[src/rtl/sc_stream_decoder_if.sv]
// ---------------------------------------------------------------------------
// sc_stream_decoder_if
// Bundles the stream, result and status signals of sc_stream_decoder.
//   master : stimulus side. Drives start, bit_valid, bit_in, ref_bit and
//            result_ready. Observes the result and status outputs.
//   slave  : decoder side. Receives the stream and drives busy,
//            result_valid, ones_count, bipolar_est, mismatch_count,
//            tamper_flag and overrun.
// CNT_W must match the CNT_W of the decoder attached to this interface.
// ---------------------------------------------------------------------------
interface sc_stream_decoder_if #(
  parameter int CNT_W = 8
);
  logic                    start;
  logic                    bit_valid;
  logic                    bit_in;
  logic                    ref_bit;
  logic                    result_ready;
  logic                    busy;
  logic                    result_valid;
  logic [CNT_W-1:0]        ones_count;
  logic signed [CNT_W:0]   bipolar_est;
  logic [CNT_W-1:0]        mismatch_count;
  logic                    tamper_flag;
  logic                    overrun;

  modport master (
    output start, bit_valid, bit_in, ref_bit, result_ready,
    input  busy, result_valid, ones_count, bipolar_est, mismatch_count,
           tamper_flag, overrun
  );

  modport slave (
    input  start, bit_valid, bit_in, ref_bit, result_ready,
    output busy, result_valid, ones_count, bipolar_est, mismatch_count,
           tamper_flag, overrun
  );
endinterface

[src/rtl/sc_stream_decoder.sv]
// ---------------------------------------------------------------------------
// sc_stream_decoder
// Decodes one window of WINDOW stochastic-computing stream bits. It counts
// the ones in the observed stream and counts the bits that disagree with a
// golden reference stream. At the end of the window it presents the ones
// count, the bipolar estimate and a tamper flag. The result is held until a
// valid/ready handshake completes.
//   clk  : single clock, all state changes on posedge
//   rst  : synchronous, active-high reset
//   bus  : sc_stream_decoder_if.slave
//          start, bit_valid, bit_in, ref_bit, result_ready  (in)
//          busy, result_valid, ones_count, bipolar_est,
//          mismatch_count, tamper_flag, overrun              (out)
// ---------------------------------------------------------------------------
module sc_stream_decoder #(
  parameter int WINDOW        = 128,
  parameter int CNT_W         = $clog2(WINDOW + 1),
  parameter int TAMPER_THRESH = 4
) (
  input  logic                 clk,
  input  logic                 rst,
  sc_stream_decoder_if.slave   bus
);

  typedef enum logic [1:0] {
    IDLE  = 2'd0,
    ACCUM = 2'd1,
    HOLD  = 2'd2
  } state_t;

  localparam logic [CNT_W-1:0]    LAST_POS = CNT_W'(WINDOW - 1);
  localparam logic signed [CNT_W:0] WINDOW_S = (CNT_W + 1)'(WINDOW);

  state_t           state;
  state_t           state_next;
  logic [CNT_W-1:0] ones_acc;
  logic [CNT_W-1:0] mis_acc;
  logic [CNT_W-1:0] pos;
  logic             clear_cnt;
  logic             accum_en;
  logic             last_bit;
  logic [CNT_W-1:0] ones_final;
  logic [CNT_W-1:0] mis_final;

  // Running totals including the bit presented this cycle. These values are
  // latched into the result registers when the last bit of the window is
  // accepted.
  assign ones_final = ones_acc + CNT_W'(bus.bit_in);
  assign mis_final  = mis_acc + CNT_W'(bus.bit_in ^ bus.ref_bit);

  // NOTE: every signal written here gets a default value first. If a branch
  // left a signal unassigned, synthesis would infer a latch to hold it.
  always_comb begin
    state_next = state;
    clear_cnt  = 1'b0;
    accum_en   = 1'b0;
    last_bit   = 1'b0;
    unique case (state)
      IDLE: begin
        if (bus.start) begin
          state_next = ACCUM;
          clear_cnt  = 1'b1;
        end
      end
      ACCUM: begin
        // A restart takes priority. The bit offered in the same cycle
        // belongs to neither the old window nor the new one.
        if (bus.start) begin
          clear_cnt = 1'b1;
        end else if (bus.bit_valid) begin
          accum_en = 1'b1;
          if (pos == LAST_POS) begin
            last_bit   = 1'b1;
            state_next = HOLD;
          end
        end
      end
      HOLD: begin
        // A start request is honoured only together with the handshake.
        // On its own it is dropped, not queued.
        if (bus.result_ready) begin
          if (bus.start) begin
            state_next = ACCUM;
            clear_cnt  = 1'b1;
          end else begin
            state_next = IDLE;
          end
        end
      end
      default: state_next = IDLE;
    endcase
  end

  // NOTE: sequential state uses non-blocking assignments. All registers then
  // sample their inputs from before the edge, whatever the order in which
  // the blocks are evaluated.
  always_ff @(posedge clk) begin
    if (rst) state <= IDLE;
    else     state <= state_next;
  end

  always_ff @(posedge clk) begin
    if (rst || clear_cnt) begin
      ones_acc <= '0;
      mis_acc  <= '0;
      pos      <= '0;
    end else if (accum_en) begin
      ones_acc <= ones_final;
      mis_acc  <= mis_final;
      pos      <= last_bit ? '0 : pos + CNT_W'(1);
    end
  end

  // The result registers change only on entry to HOLD. Between windows they
  // keep the last result, which is why they are separate from the
  // accumulators.
  always_ff @(posedge clk) begin
    if (rst) begin
      bus.ones_count     <= '0;
      bus.mismatch_count <= '0;
      bus.bipolar_est    <= -WINDOW_S;
      bus.tamper_flag    <= 1'b0;
    end else if (last_bit) begin
      bus.ones_count     <= ones_final;
      bus.mismatch_count <= mis_final;
      // 2*ones needs at most CNT_W+1 bits, so the signed result
      // 2*ones - WINDOW lies in -WINDOW..+WINDOW without overflow.
      bus.bipolar_est    <= $signed({ones_final, 1'b0}) - WINDOW_S;
      bus.tamper_flag    <= (32'(mis_final) >= TAMPER_THRESH);
    end
  end

  always_ff @(posedge clk) begin
    if (rst)                                   bus.overrun <= 1'b0;
    else if (bus.bit_valid && state != ACCUM)  bus.overrun <= 1'b1;
  end

  assign bus.busy         = (state == ACCUM);
  assign bus.result_valid = (state == HOLD);

endmodule

[src/flat_wrapper.sv]
// flat-port wrapper written by rule: the top's interface ports become plain ports
module sc_stream_decoder_flat 
#(
  parameter int WINDOW        = 128,
  parameter int CNT_W         = $clog2(WINDOW + 1),
  parameter int TAMPER_THRESH = 4
)
  (clk, rst, bus_start, bus_bit_valid, bus_bit_in, bus_ref_bit, bus_result_ready, bus_busy, bus_result_valid, bus_ones_count, bus_bipolar_est, bus_mismatch_count, bus_tamper_flag, bus_overrun);
  sc_stream_decoder_if #(.CNT_W(CNT_W)) bus_i ();
  input  logic clk;
  input  logic rst;
  input wire logic [$bits(bus_i.start)-1:0] bus_start;
  input wire logic [$bits(bus_i.bit_valid)-1:0] bus_bit_valid;
  input wire logic [$bits(bus_i.bit_in)-1:0] bus_bit_in;
  input wire logic [$bits(bus_i.ref_bit)-1:0] bus_ref_bit;
  input wire logic [$bits(bus_i.result_ready)-1:0] bus_result_ready;
  output wire logic [$bits(bus_i.busy)-1:0] bus_busy;
  output wire logic [$bits(bus_i.result_valid)-1:0] bus_result_valid;
  output wire logic [$bits(bus_i.ones_count)-1:0] bus_ones_count;
  output wire logic [$bits(bus_i.bipolar_est)-1:0] bus_bipolar_est;
  output wire logic [$bits(bus_i.mismatch_count)-1:0] bus_mismatch_count;
  output wire logic [$bits(bus_i.tamper_flag)-1:0] bus_tamper_flag;
  output wire logic [$bits(bus_i.overrun)-1:0] bus_overrun;
  assign bus_i.start = bus_start;
  assign bus_i.bit_valid = bus_bit_valid;
  assign bus_i.bit_in = bus_bit_in;
  assign bus_i.ref_bit = bus_ref_bit;
  assign bus_i.result_ready = bus_result_ready;
  assign bus_busy = bus_i.busy;
  assign bus_result_valid = bus_i.result_valid;
  assign bus_ones_count = bus_i.ones_count;
  assign bus_bipolar_est = bus_i.bipolar_est;
  assign bus_mismatch_count = bus_i.mismatch_count;
  assign bus_tamper_flag = bus_i.tamper_flag;
  assign bus_overrun = bus_i.overrun;
  sc_stream_decoder #(.WINDOW(WINDOW), .CNT_W(CNT_W), .TAMPER_THRESH(TAMPER_THRESH)) u_core (.clk(clk), .rst(rst), .bus(bus_i));
endmodule
[config.mk]
export PLATFORM = sky130hd
export DESIGN_NAME = sc_stream_decoder_flat
export DESIGN_NICKNAME = d
export VERILOG_FILES = /design/src/rtl/sc_stream_decoder_if.sv /design/src/rtl/sc_stream_decoder.sv /design/src/flat_wrapper.sv
export SDC_FILE = /design/constraint.sdc
export NUM_CORES = 1
export LEC_CHECK = 0
export CORE_MARGIN = 2
export CORE_UTILIZATION = 55
export CTS_BUF_LIST = sky130_fd_sc_hd__clkbuf_16
export CTS_CLUSTER_SIZE = 16
export DETAILED_ROUTE_END_ITERATION = 6
export PLACE_DENSITY = 0.82
export SYNTH_ARGS = -nofsm -noshare
export SYNTH_HDL_FRONTEND = slang
export SYNTH_SLANG_ARGS = --single-unit
[constraint.sdc]
create_clock -name clk -period 4.4 [get_ports clk]
set_input_delay 0.66 -clock clk [delete_from_list [all_inputs] [get_ports clk]]
set_output_delay 0.66 -clock clk [all_outputs]
set_load 0.01 [all_outputs]
## Yosys cells after proc, flatten, opt, wreduce, memory -nomap -nowiden

Cells that the tools add are included.

| word-level totals | value |
|---|---|
| word-level logic and storage cells | 47 |
| bits of input ports | 7 |
| output and inout port bits | 29 |
| flip-flop bits (word level) | 53 |

| cells by class | value |
|---|---|
| $lt $le $gt $ge | 1 |
| add/sub/neg operators | 4 |
| reductions and logical operators | 5 |
| muxes and demuxes | 18 |
| equality and inequality tests | 9 |
| bitwise operators | 1 |

Operators with widths:

| operator | count |
|---|---|
| $mux W1 | 10 |
| $mux W2 | 5 |
| $sub A9 B9 Y9 const B | 1 |
| $add A8 B1 Y8 | 1 |
| $add A8 B1 Y8 const B | 1 |
| $add A8 B8 Y8 | 1 |
| $eq A8 B7 Y1 const B | 1 |
| $ge A8 B3 Y1 const B | 1 |
| $mux W8 | 1 |
| $ne A2 B2 Y1 const B | 4 |
| $pmux W2 S3 | 1 |
| $reduce_and A5 Y1 | 1 |
| $ne A2 B1 Y1 const B | 2 |
| $eq A2 B1 Y1 const B | 1 |
| $eq A2 B2 Y1 const B | 1 |
| $logic_not A2 Y1 | 1 |
| $pmux W1 S2 | 1 |
| $reduce_or A2 Y1 | 1 |
| $logic_and A1 B1 Y1 | 1 |
| $logic_or A1 B1 Y1 | 1 |
| $xor A1 B1 Y1 | 1 |

## Logic depth before layout (Yosys ltp)

Gate-level depths: netlist of run 1.

| logic depth | value |
|---|---|
| word-level depth | 6 |
| gate-level depth with buffers | 8 |
| depth with buffers taken out | 8 |

## Least setup slack after synthesis of run 1

No wires, ideal clock.

| timing path | value |
|---|---|
| path type | input to register |
| from | input bus_bit_in |
| to | register u_core.bus.tamper_flag |
| buffers on the path | 0 |
| setup time | 0.074 ns |
| data required time | 4.326 ns |
| path slack | 2.444 ns |
| stages | 8 |
| arrival time | 1.882 ns |
| cells stage by stage | xor2_1 ha_1 ha_1 nand3_1 nor2_1 xor2_1 nor2_1 a31oi_1 |

| between the ends | value |
|---|---|
| word-level cells in the longest chain between the ends | 3 |

Ends and longest elaborated chain:

| what | RTL line | text |
|---|---|---|
| from (decl) | flat_wrapper.sv:14 | `input wire logic [$bits(bus_i.bit_in)-1:0] bus_bit_in;` |
| $xor A1 B1 Y1 | sc_stream_decoder.sv:49 | `assign mis_final = mis_acc + CNT_W'(bus.bit_in ^ bus.ref_bit);` |
| $add A8 B8 Y8 | sc_stream_decoder.sv:49 |  |
| $ge A8 B3 Y1 | sc_stream_decoder.sv:129 | `bus.tamper_flag <= (32'(mis_final) >= TAMPER_THRESH);` |
| to (signal assigned) | sc_stream_decoder.sv:129 |  |
| to (decl) | sc_stream_decoder_if.sv:36 | `tamper_flag, overrun` |

No other way between the ends.
A chain may end at the register's enable or synchronous reset.

## Final worst setup path of run 1

Same ends and word-level chain as after synthesis.

==> impl_metrics.json, run 1 <==
{
  "synth.area.top_cells": "dfxtp_1 (42%), xor2_1 (7.5%), nor2_1 (6.1%)",
  "dp_hpwl_um": 2900,
  "syn_nets": 266,
  "cp-startpoint": "bus_bit_in",
  "clk_pin_slew_ns": 0.06,
  "viasPerCell": 5.37,
  "cts_tree": "yes",
  "setup_violations": 0,
  "synth_edf_count": 0,
  "critical_path.endpoint_type": "flip-flop",
  "die-area_sq_um": 4550,
  "hold_path_class": "reg2reg",
  "power_mw": 0.798,
  "seqPwrFrac_pct": 52.6,
  "antenna_found_initial": 0,
  "track_usage_pct": 21.5,
  "clk_latency_ns": 0.28,
  "postSynthCellCount": 254,
  "cts_buffers": 5,
  "synth_seq_cells": 46,
  "gp_congestion": 0.788,
  "clock-sinks": 46,
  "path_cells": "clkdlybuf4s50_1 > xor2_1 > ha_1 > ha_1 > nand3_1 > nor2_1 > xor2_1 > nor2_1 > a31oi_1",
  "switching_share_pct": 20.5,
  "num_rows": 23,
  "final_area_sq_um": 2620,
  "ys_seq_area_share_pct": 41.6,
  "combinationalPowerShare_pct": 4.0,
  "cap_viol_max_count": 0,
  "synth_common_cells": "dfxtp_1 (46), nor2_1 (36), nand2_1 (30)",
  "rsz0062_at_grt": "false",
  "start_util_pct": 56.2,
  "chipHeight_um": 67.5,
  "clkPwrFrac_pct": 43.3,
  "drtIter0Drc": 64,
  "p_sw_mw": 0.163,
  "cts.root.buffer_cell": "clkbuf_16",
  "async_flop_share_pct": 0,
  "cts_hold_buf": 0,
  "r2r_start": "u_core.pos[0]",
  "timing_worst_slew_pin_value_ns": 0.672,
  "startpoint_type": "primary input",
  "fin_crit_sh_pct": 54.8,
  "core_sq_um": 3940,
  "crit_family": "buffers and inverters",
  "hold_path_startpoint": "u_core.bus.mismatch_count[0]",
  "synth.most_common_cell": "dfxtp_1",
  "vdd_drop_max_mv": 0.231,
  "post_cts_buffers": 0,
  "status": "completed",
  "routed_wl_um": 4290,
  "ys_types": 38,
  "cts.path.max_buffers": 2,
  "syn2layout_area_growth_pct": 18.3,
  "grt_pass1_vias": 1646,
  "ios": 36,
  "critPathMaxFanout": 5,
  "yosysWarnings": 0,
  "min_period_ns": 2.41,
  "firstDrtPassIters": 4,
  "synth_top_area_cell": "dfxtp_1",
  "dieWidth_um": 67.5,
  "htreeDepth": 2,
  "fin_nets": 286,
  "clock_skew_ns": 0.00240,
  "p_leak_nw": 0.895,
  "worstPathArrival_ns": 2.62,
  "internal_power_mw": 0.635,
  "critPathMaxStageDelay_ns": 0.49,
  "netlist_area_sq_um": 2220,
  "hold_viol": 0,
  "final_max_slew_viol_count": 0,
  "globalRouteOverflowTotal": 0,
  "ant_nets": 0,
  "grt_pass1_wl_um": 7270,
  "port_buffers": 34,
  "crit_slowest_cell": "clkdlybuf4s50_1",
  "power.density_nw_per_um2": 304,
  "ctsResizeCount": 0,
  "vias": 1740,
  "n_antenna_cell": 0,
  "drc": 0,
  "setup_tns_ns": 0,
  "cp_num_buf_inv": 1,
  "relSlewSlack_pct": 55.2,
  "layout-drive-gt1-share_pct": 9.12,
  "syn_avg_cell_area_sq_um": 8.72,
  "ys.flop_type": "dfxtp_1",
  "grt_max_degree": 31,
  "path_class": "in2reg",
  "placed_area_sq_um": 2490,
  "synth_top_area_share_pct": 41.6,
  "wl_per_cell_um": 13.3,
  "fmax_mhz": 415,
  "critPathRequiredTime_ns": 4.61
}
-- metrics by stage --
step | worst slack [ns] | instances | hold slack, ns | utilization, %
floorplan | 2.44 | 254 | 0.440 | -
global placement | 1.77 | 317 | 0.434 | 63.1
detailed placement | 1.69 | 317 | 0.453 | 63.1
CTS | 1.98 | 324 | 0.462 | 66.5
global route | 1.73 | 324 | 0.494 | 66.5
finish | 1.99 | 324 | 0.463 | 66.5
-- registers in the layout, summed over array words and instances (netlist names) --
signal	flops
u_core.bus.overrun	1
u_core.bus.tamper_flag	1
u_core.pos	8
u_core.bus.ones_count	8
u_core.state	2
u_core.bus.mismatch_count	8
u_core.ones_acc	8
u_core.mis_acc	8
u_core.bus.bipolar_est	2
-- cell type report --
cell class                 count  area (sq um)
clock buffer                   5           125
clock inverter                 2          7.51
fill                         340          1320
inverter                       3          11.3
multi-input combinational    182          1140
sequential                    46           921
tap                           50          62.6
timing repair buffer          36           355
-- power groups by stage --
stage          combinational, mW  sequential (mW)  clock (mW)
2_1_floorplan             0.0188            0.429           0
3_3_place_gp              0.0321            0.429           0
3_5_place_dp              0.0321            0.429           0
4_1_cts                   0.0322            0.420       0.354
5_1_grt                   0.0345            0.420       0.374
6_report                  0.0320            0.420       0.346
-- path summary, 6_finish.rpt --
check | to | slack (ns) | depth (start not counted)
setup / recovery | u_core.bus.tamper_flag | 1.99 | 9
hold / removal | u_core.bus.mismatch_count[0] | 0.46 | 2
setup reg to reg | u_core.bus.bipolar_est[8] | 2.56 | 6
hold reg to reg | u_core.bus.mismatch_count[0] | 0.46 | 2
-- per-layer routing --
| metal | wire length, um | GRT usage, % | vias up |
|---|---|---|---|
| met5 | 0 | 0 | - |
| met4 | 46 | 7.14 | 0 |
| met3 | 193 | 6.50 | 5 |
| met2 | 2160 | 37.5 | 45 |
| met1 | 1890 | 25.0 | 805 |
| li1 | - | - | 885 |
-- tightest hold or removal path, stage by stage (launching register included) --
cell     delay (ns)
dfxtp_1        0.31
nand2_1        0.05
a21oi_1        0.06
-- cell usage in the layout, fill, tap and decap left out, types with 2 or more instances in the layout --
cell type and instances:
clkbuf_16 5, nand2_1 30, nand3_1 7, inv_1 4, nand4_1 6, clkdlybuf4s50_1 34
nor2_1 36, xnor2_1 11, dfxtp_1 46, a21oi_1 18, nor3_1 6, ha_1 5
a31oi_1 3, buf_4 2, a211oi_2 10, nor2_2 2, and3_1 3, or3_1 4
xor2_1 19, o21ai_0 7
-- cells by family (layout without fill, tap and decap cells) --
logic type | Yosys count | in the layout | share of synthesized area, %
other cells | 1 | 1 | 0.169
buf+inv | 26 | 46 | 7.06
compound gates | 43 | 43 | 13.8
flops | 46 | 46 | 41.6
fa+ha+maj | 5 | 5 | 2.82
simple gates | 103 | 103 | 22.8
xor+xnor | 30 | 30 | 11.9
Note: power is estimated with default switching activity, not from simulation.
==> inputs of run 2 (changes only) <==
--- a/config.mk
+++ b/config.mk
@@ -6,11 +6,11 @@
 export NUM_CORES = 1
 export LEC_CHECK = 0
 export CORE_MARGIN = 2
-export CORE_UTILIZATION = 55
+export CORE_UTILIZATION = 48
 export CTS_BUF_LIST = sky130_fd_sc_hd__clkbuf_16
 export CTS_CLUSTER_SIZE = 16
 export DETAILED_ROUTE_END_ITERATION = 6
-export PLACE_DENSITY = 0.82
+export PLACE_DENSITY = 0.76
 export SYNTH_ARGS = -nofsm -noshare
 export SYNTH_HDL_FRONTEND = slang
 export SYNTH_SLANG_ARGS = --single-unit
==> constraint.sdc (replaced) <==
create_clock -name clk -period 2.05 [get_ports clk]
set_input_delay 0.3075 -clock clk [delete_from_list [all_inputs] [get_ports clk]]
set_output_delay 0.3075 -clock clk [all_outputs]
set_load 0.01 [all_outputs]
==> run 2 against run 1 <==
Register-to-register slack lost 2.2 ns. Count of clock-buffer cells in the layout is the same. Routed wire length grew 0.30%. Die area grew 14%. Via count grew 1.7%. Sequential share of layout area shrank 1.7 points. Global-route usage shrank 2.8 points. Cell area grew 5.1%. Non-clock buffer count grew 14. Combinational power grew 140%. Utilization shrank 4.1 points. First-iteration DRC count grew 47%. Largest cell class unchanged. Largest power group unchanged. Highest routed layer unchanged.
==> impl_metrics.json, run 2 (synthesis results as in run 1) <==
{
  "setup_tns_ns": 0,
  "cts_tree": "yes",
  "status": "completed",
  "ios": 36,
  "grt_pass1_vias": 1708,
  "dieWidth_um": 71.9,
  "path_cells": "clkdlybuf4s50_1 > xor2_1 > ha_2 > buf_4 > and3_1 > xnor2_1 > a31oi_1 > o21ai_0 > a31oi_1",
  "gp_congestion": 0.896,
  "port_buffers": 34,
  "viasPerCell": 5.20,
  "globalRouteOverflowTotal": 0,
  "fin_crit_sh_pct": 91.8,
  "dp_hpwl_um": 2930,
  "chipHeight_um": 71.9,
  "layout-drive-gt1-share_pct": 14.9,
  "clk_latency_ns": 0.28,
  "start_util_pct": 50.2,
  "hold_viol": 0,
  "antenna_found_initial": 0,
  "wl_per_cell_um": 12.7,
  "power.density_nw_per_um2": 626,
  "worstPathArrival_ns": 2.04,
  "fmax_mhz": 532,
  "cp_common_cell": "a31oi_1",
  "num_rows": 24,
  "track_usage_pct": 18.7,
  "cts_buffers": 5,
  "critPathMaxFanout": 4,
  "n_antenna_cell": 0,
  "p_leak_nw": 0.960,
  "clk_pin_slew_ns": 0.06,
  "setup_violations": 0,
  "routed_wl_um": 4310,
  "die-area_sq_um": 5180,
  "grt_max_degree": 31,
  "drc": 0,
  "critical_path.endpoint_type": "flip-flop",
  "post_cts_buffers": 0,
  "path_class": "in2reg",
  "crit_slowest_cell": "clkdlybuf4s50_1",
  "power_mw": 1.72,
  "syn2layout_area_growth_pct": 24.3,
  "cap_viol_max_count": 0,
  "min_period_ns": 1.88,
  "cts.root.buffer_cell": "clkbuf_16",
  "htreeDepth": 2,
  "ant_nets": 0,
  "layout_commonest_cell": "dfxtp_1",
  "holdPathStages": 2,
  "clock_skew_ns": 0.00314,
  "final_core_util_pct": 62.4,
  "clock-sinks": 46,
  "drtIter0Drc": 94,
  "grt_pass1_wl_um": 7580,
  "critPathMaxStageDelay_ns": 0.49,
  "core_sq_um": 4410,
  "final_max_slew_viol_count": 0,
  "cts.path.max_buffers": 2,
  "firstDrtPassIters": 4,
  "fin_nets": 300,
  "startpoint_type": "primary input",
  "hold_path_class": "reg2reg",
  "r2r_cells": 8,
  "vdd_drop_max_mv": 0.465,
  "critPathRequiredTime_ns": 2.21,
  "vias": 1769,
  "final_cell_mix": "dfxtp_1 (46), nor2_1 (35), clkdlybuf4s50_1 (34), nand2_1 (30), xor2_1 (19)",
  "fin_hold_ws_ns": 0.440
}
run 2: power by group:
part / internal, mW / total (mW) / switching, mW
logic: 0.0329 / 0.0757 / 0.0428
registers: 0.898 / 0.902 / 0.00359
clock network: 0.436 / 0.745 / 0.309
total: 1.37 / 1.72 / 0.356
run 2: worst max-delay path, delay by kind of cell:
family / cells / cell delay [ns]
fa+ha+maj: 1 / 0.21
buf+inv: 2 / 0.60
xor+xnor: 2 / 0.33
compound gates: 3 / 0.36
simple gates: 1 / 0.23
run 2: worst paths after layout:
kind / start / endpoint / slack (ns)
worst max-delay path: bus_bit_in / u_core.bus.tamper_flag / 0.17
worst min-delay path: u_core.bus.bipolar_est[7] / u_core.bus.bipolar_est[7] / 0.44
worst max register to register: u_core.pos[0] / u_core.pos[0] / 0.35
worst min register to register: u_core.bus.bipolar_est[7] / u_core.bus.bipolar_est[7] / 0.44
run 2: cell type report:
cell class	count	area [sq um]
clock buffers	5	125
multi-input cells	182	1150
clock inverters	2	7.51
repair buffers	50	473
fillers	410	1660
flip-flops and latches	46	921
well taps	52	65.1
inverters	3	11.3
run 2: per-layer routing:
layer	vias to the layer above	part of all wire [%]	global-route usage (%)
li1	918	-	-
met1	810	49	24.4
met2	31	45	29.8
met3	10	3.3	4.58
met4	0	2.1	7.97
met5	-	0	0
run 2: stage by stage:
step                area, sq um  instances  setup WS, ns
floorplan                  2220        254         0.447
global route               2750        340    -0.0000859
CTS                        2740        340         0.114
global placement           2610        333        -0.120
finish                     2750        340         0.169
detailed placement         2610        333        -0.147
run 2: timing repair:
| action | in CTS | in global routing |
|---|---|---|
| setup endpoints to repair | 0 | 3 |
| gates resized for setup | 0 | 4 |
| hold buffers | 0 | 0 |
| endpoints found under the hold margin | 0 | 0 |
==> inputs of run 3 (changes only) <==
--- a/config.mk
+++ b/config.mk
@@ -6,11 +6,10 @@
 export NUM_CORES = 1
 export LEC_CHECK = 0
 export CORE_MARGIN = 2
-export CORE_UTILIZATION = 48
+export CORE_UTILIZATION = 25
 export CTS_BUF_LIST = sky130_fd_sc_hd__clkbuf_16
 export CTS_CLUSTER_SIZE = 16
 export DETAILED_ROUTE_END_ITERATION = 6
-export PLACE_DENSITY = 0.76
 export SYNTH_ARGS = -nofsm -noshare
 export SYNTH_HDL_FRONTEND = slang
 export SYNTH_SLANG_ARGS = --single-unit
==> run 3 against run 2 <==
First-iteration DRC count is 32% lower. Cell area is 2.8% higher. Final cell count is 16% higher. Hold slack better by 0.020 ns. Register-to-register slack worse by 0.04 ns. Maximum frequency is 0.28% higher. Sequential share of layout area is 0.90 points lower. Routed wire length is 4.6% higher. Combinational power is 3.6% higher. Utilization is 30 points lower. Flip-flop and latch count stayed put.
==> impl_metrics.json, run 3 (synthesis results as in run 1) <==
{
  "cp_num_buf_inv": 2,
  "globalRouteOverflowTotal": 0,
  "holdPathStages": 2,
  "dp_hpwl_um": 3190,
  "cts.root.buffer_cell": "clkbuf_16",
  "grt_max_degree": 31,
  "cts.path.max_buffers": 2,
  "clock-sinks": 46,
  "status": "completed",
  "drc": 0,
  "track_usage_pct": 9.85,
  "fin_hold_ws_ns": 0.460,
  "cap_viol_max_count": 0,
  "rr_endpoint": "u_core.pos[0]",
  "vdd_drop_max_mv": 0.387,
  "die-area_sq_um": 9630,
  "syn2layout_area_growth_pct": 27.7,
  "critPathMaxStageDelay_ns": 0.50,
  "start_util_pct": 25.5,
  "fmax_mhz": 533,
  "setup_violations": 0,
  "firstDrtPassIters": 4,
  "power.density_nw_per_um2": 609,
  "ant_nets": 0,
  "layout_commonest_cell": "dfxtp_1",
  "port_buffers": 34,
  "dieWidth_um": 98.1,
  "reg2reg_slack_ns": 0.31,
  "viasPerCell": 4.40,
  "n_antenna_cell": 0,
  "placed_cells": 389,
  "vias": 1739,
  "p_leak_nw": 0.963,
  "num_rows": 34,
  "final_max_slew_viol_count": 0,
  "fin_crit_sh_pct": 91.5,
  "crit_family": "buffers and inverters",
  "power_mw": 1.72,
  "final_cell_mix": "dfxtp_1 (46), nor2_1 (35), clkdlybuf4s50_1 (33), nand2_1 (30)",
  "crit_slowest_cell": "clkdlybuf4s50_1",
  "clk_latency_ns": 0.28,
  "grt_pass1_vias": 1639,
  "gp_congestion": 0.801,
  "path_cells": "clkdlybuf4s50_1 > xor2_2 > ha_2 > buf_4 > and3_1 > xnor2_1 > a31oi_1 > o21ai_0 > a31oi_1",
  "core_sq_um": 8680,
  "clock_skew_ns": 0.00415,
  "final_cells": 395,
  "path_class": "in2reg",
  "clk_pin_slew_ns": 0.06,
  "worstPathArrival_ns": 2.04,
  "layout-drive-gt1-share_pct": 15.3,
  "critPathMaxFanout": 4,
  "antenna_found_initial": 0,
  "r2r_cells": 8,
  "cts_tree": "yes",
  "critical_path.endpoint_type": "flip-flop",
  "grt_pass1_wl_um": 7800,
  "cp_common_cell": "a31oi_1",
  "ios": 36,
  "cts_buffers": 5,
  "cp.depth": 9,
  "hold_path_class": "reg2reg",
  "critPathRequiredTime_ns": 2.21,
  "fin_nets": 300,
  "htreeDepth": 2,
  "wl_per_cell_um": 11.4,
  "chipHeight_um": 98.1,
  "hold_viol": 0,
  "hold_path_startpoint": "u_core.mis_acc[0]",
  "post_cts_buffers": 0,
  "startpoint_type": "primary input",
  "r2r_start": "u_core.pos[1]",
  "min_period_ns": 1.88,
  "rsz0062_at_grt": "false",
  "drtIter0Drc": 64,
  "routed_wl_um": 4510,
  "hold_end": "u_core.mis_acc[0]"
}
run 3: metal layers:
layer	GRT usage (%)	vias up	routed length, um
met3	2.58	5	188
met4	2.53	0	48
met2	15.1	36	1870
met1	13.9	783	2400
li1	-	915	-
met5	0	-	0
run 3: per-stage QoR:
stage	cell area, sq um	setup TNS [ns]	setup slack, ns	utilization, %
final	2830	0	0.174	32.6
after global placement	2680	-0.881	-0.183	30.9
after floorplan	2220	0	0.447	-
after global routing	2830	0	0.000975	32.6
after detailed placement	2680	-1.14	-0.242	30.9
after CTS	2810	0	0.0499	32.4
run 3: what timing repair did:
item / in CTS / in global routing
gates resized for setup: 0 / 6
hold buffers: 0 / 0
setup endpoints to repair: 0 / 4
run 3: how the worst max path moves through the flow:
| stage | start | end | slack [ns] |
|---|---|---|---|
| after floorplan | bus_bit_in | u_core.bus.tamper_flag | 0.45 |
| after global placement | bus_bit_in | u_core.bus.tamper_flag | -0.18 |
| after detailed placement | bus_bit_in | u_core.bus.tamper_flag | -0.24 |
| after CTS | bus_bit_in | u_core.bus.tamper_flag | 0.05 |
| after global routing | bus_ref_bit | u_core.bus.mismatch_count[6] | 0.001 |
| final | bus_ref_bit | u_core.bus.tamper_flag | 0.17 |
run 3: cell type report:
cell class	instances	area (sq um)
timing repair buffer	50	475
inverter	3	11.3
multi-input combinational	182	1160
sequential	46	921
tap	108	135
clock inverter	1	3.75
clock buffer	5	125
fill	933	5850
run 3: where the power goes:
group,internal (mW),switching (mW),total (mW)
clock network,0.434,0.310,0.743
registers,0.898,0.00358,0.902
logic,0.0349,0.0435,0.0784
run 3: worst min-delay path: cells and delay by family (launching register included):
| family | cells | cell delay, ns |
|---|---|---|
| flip-flops | 1 | 0.31 |
| AND/OR/NAND/NOR | 1 | 0.05 |
| AO/OA/AOI/OAI | 1 | 0.05 |
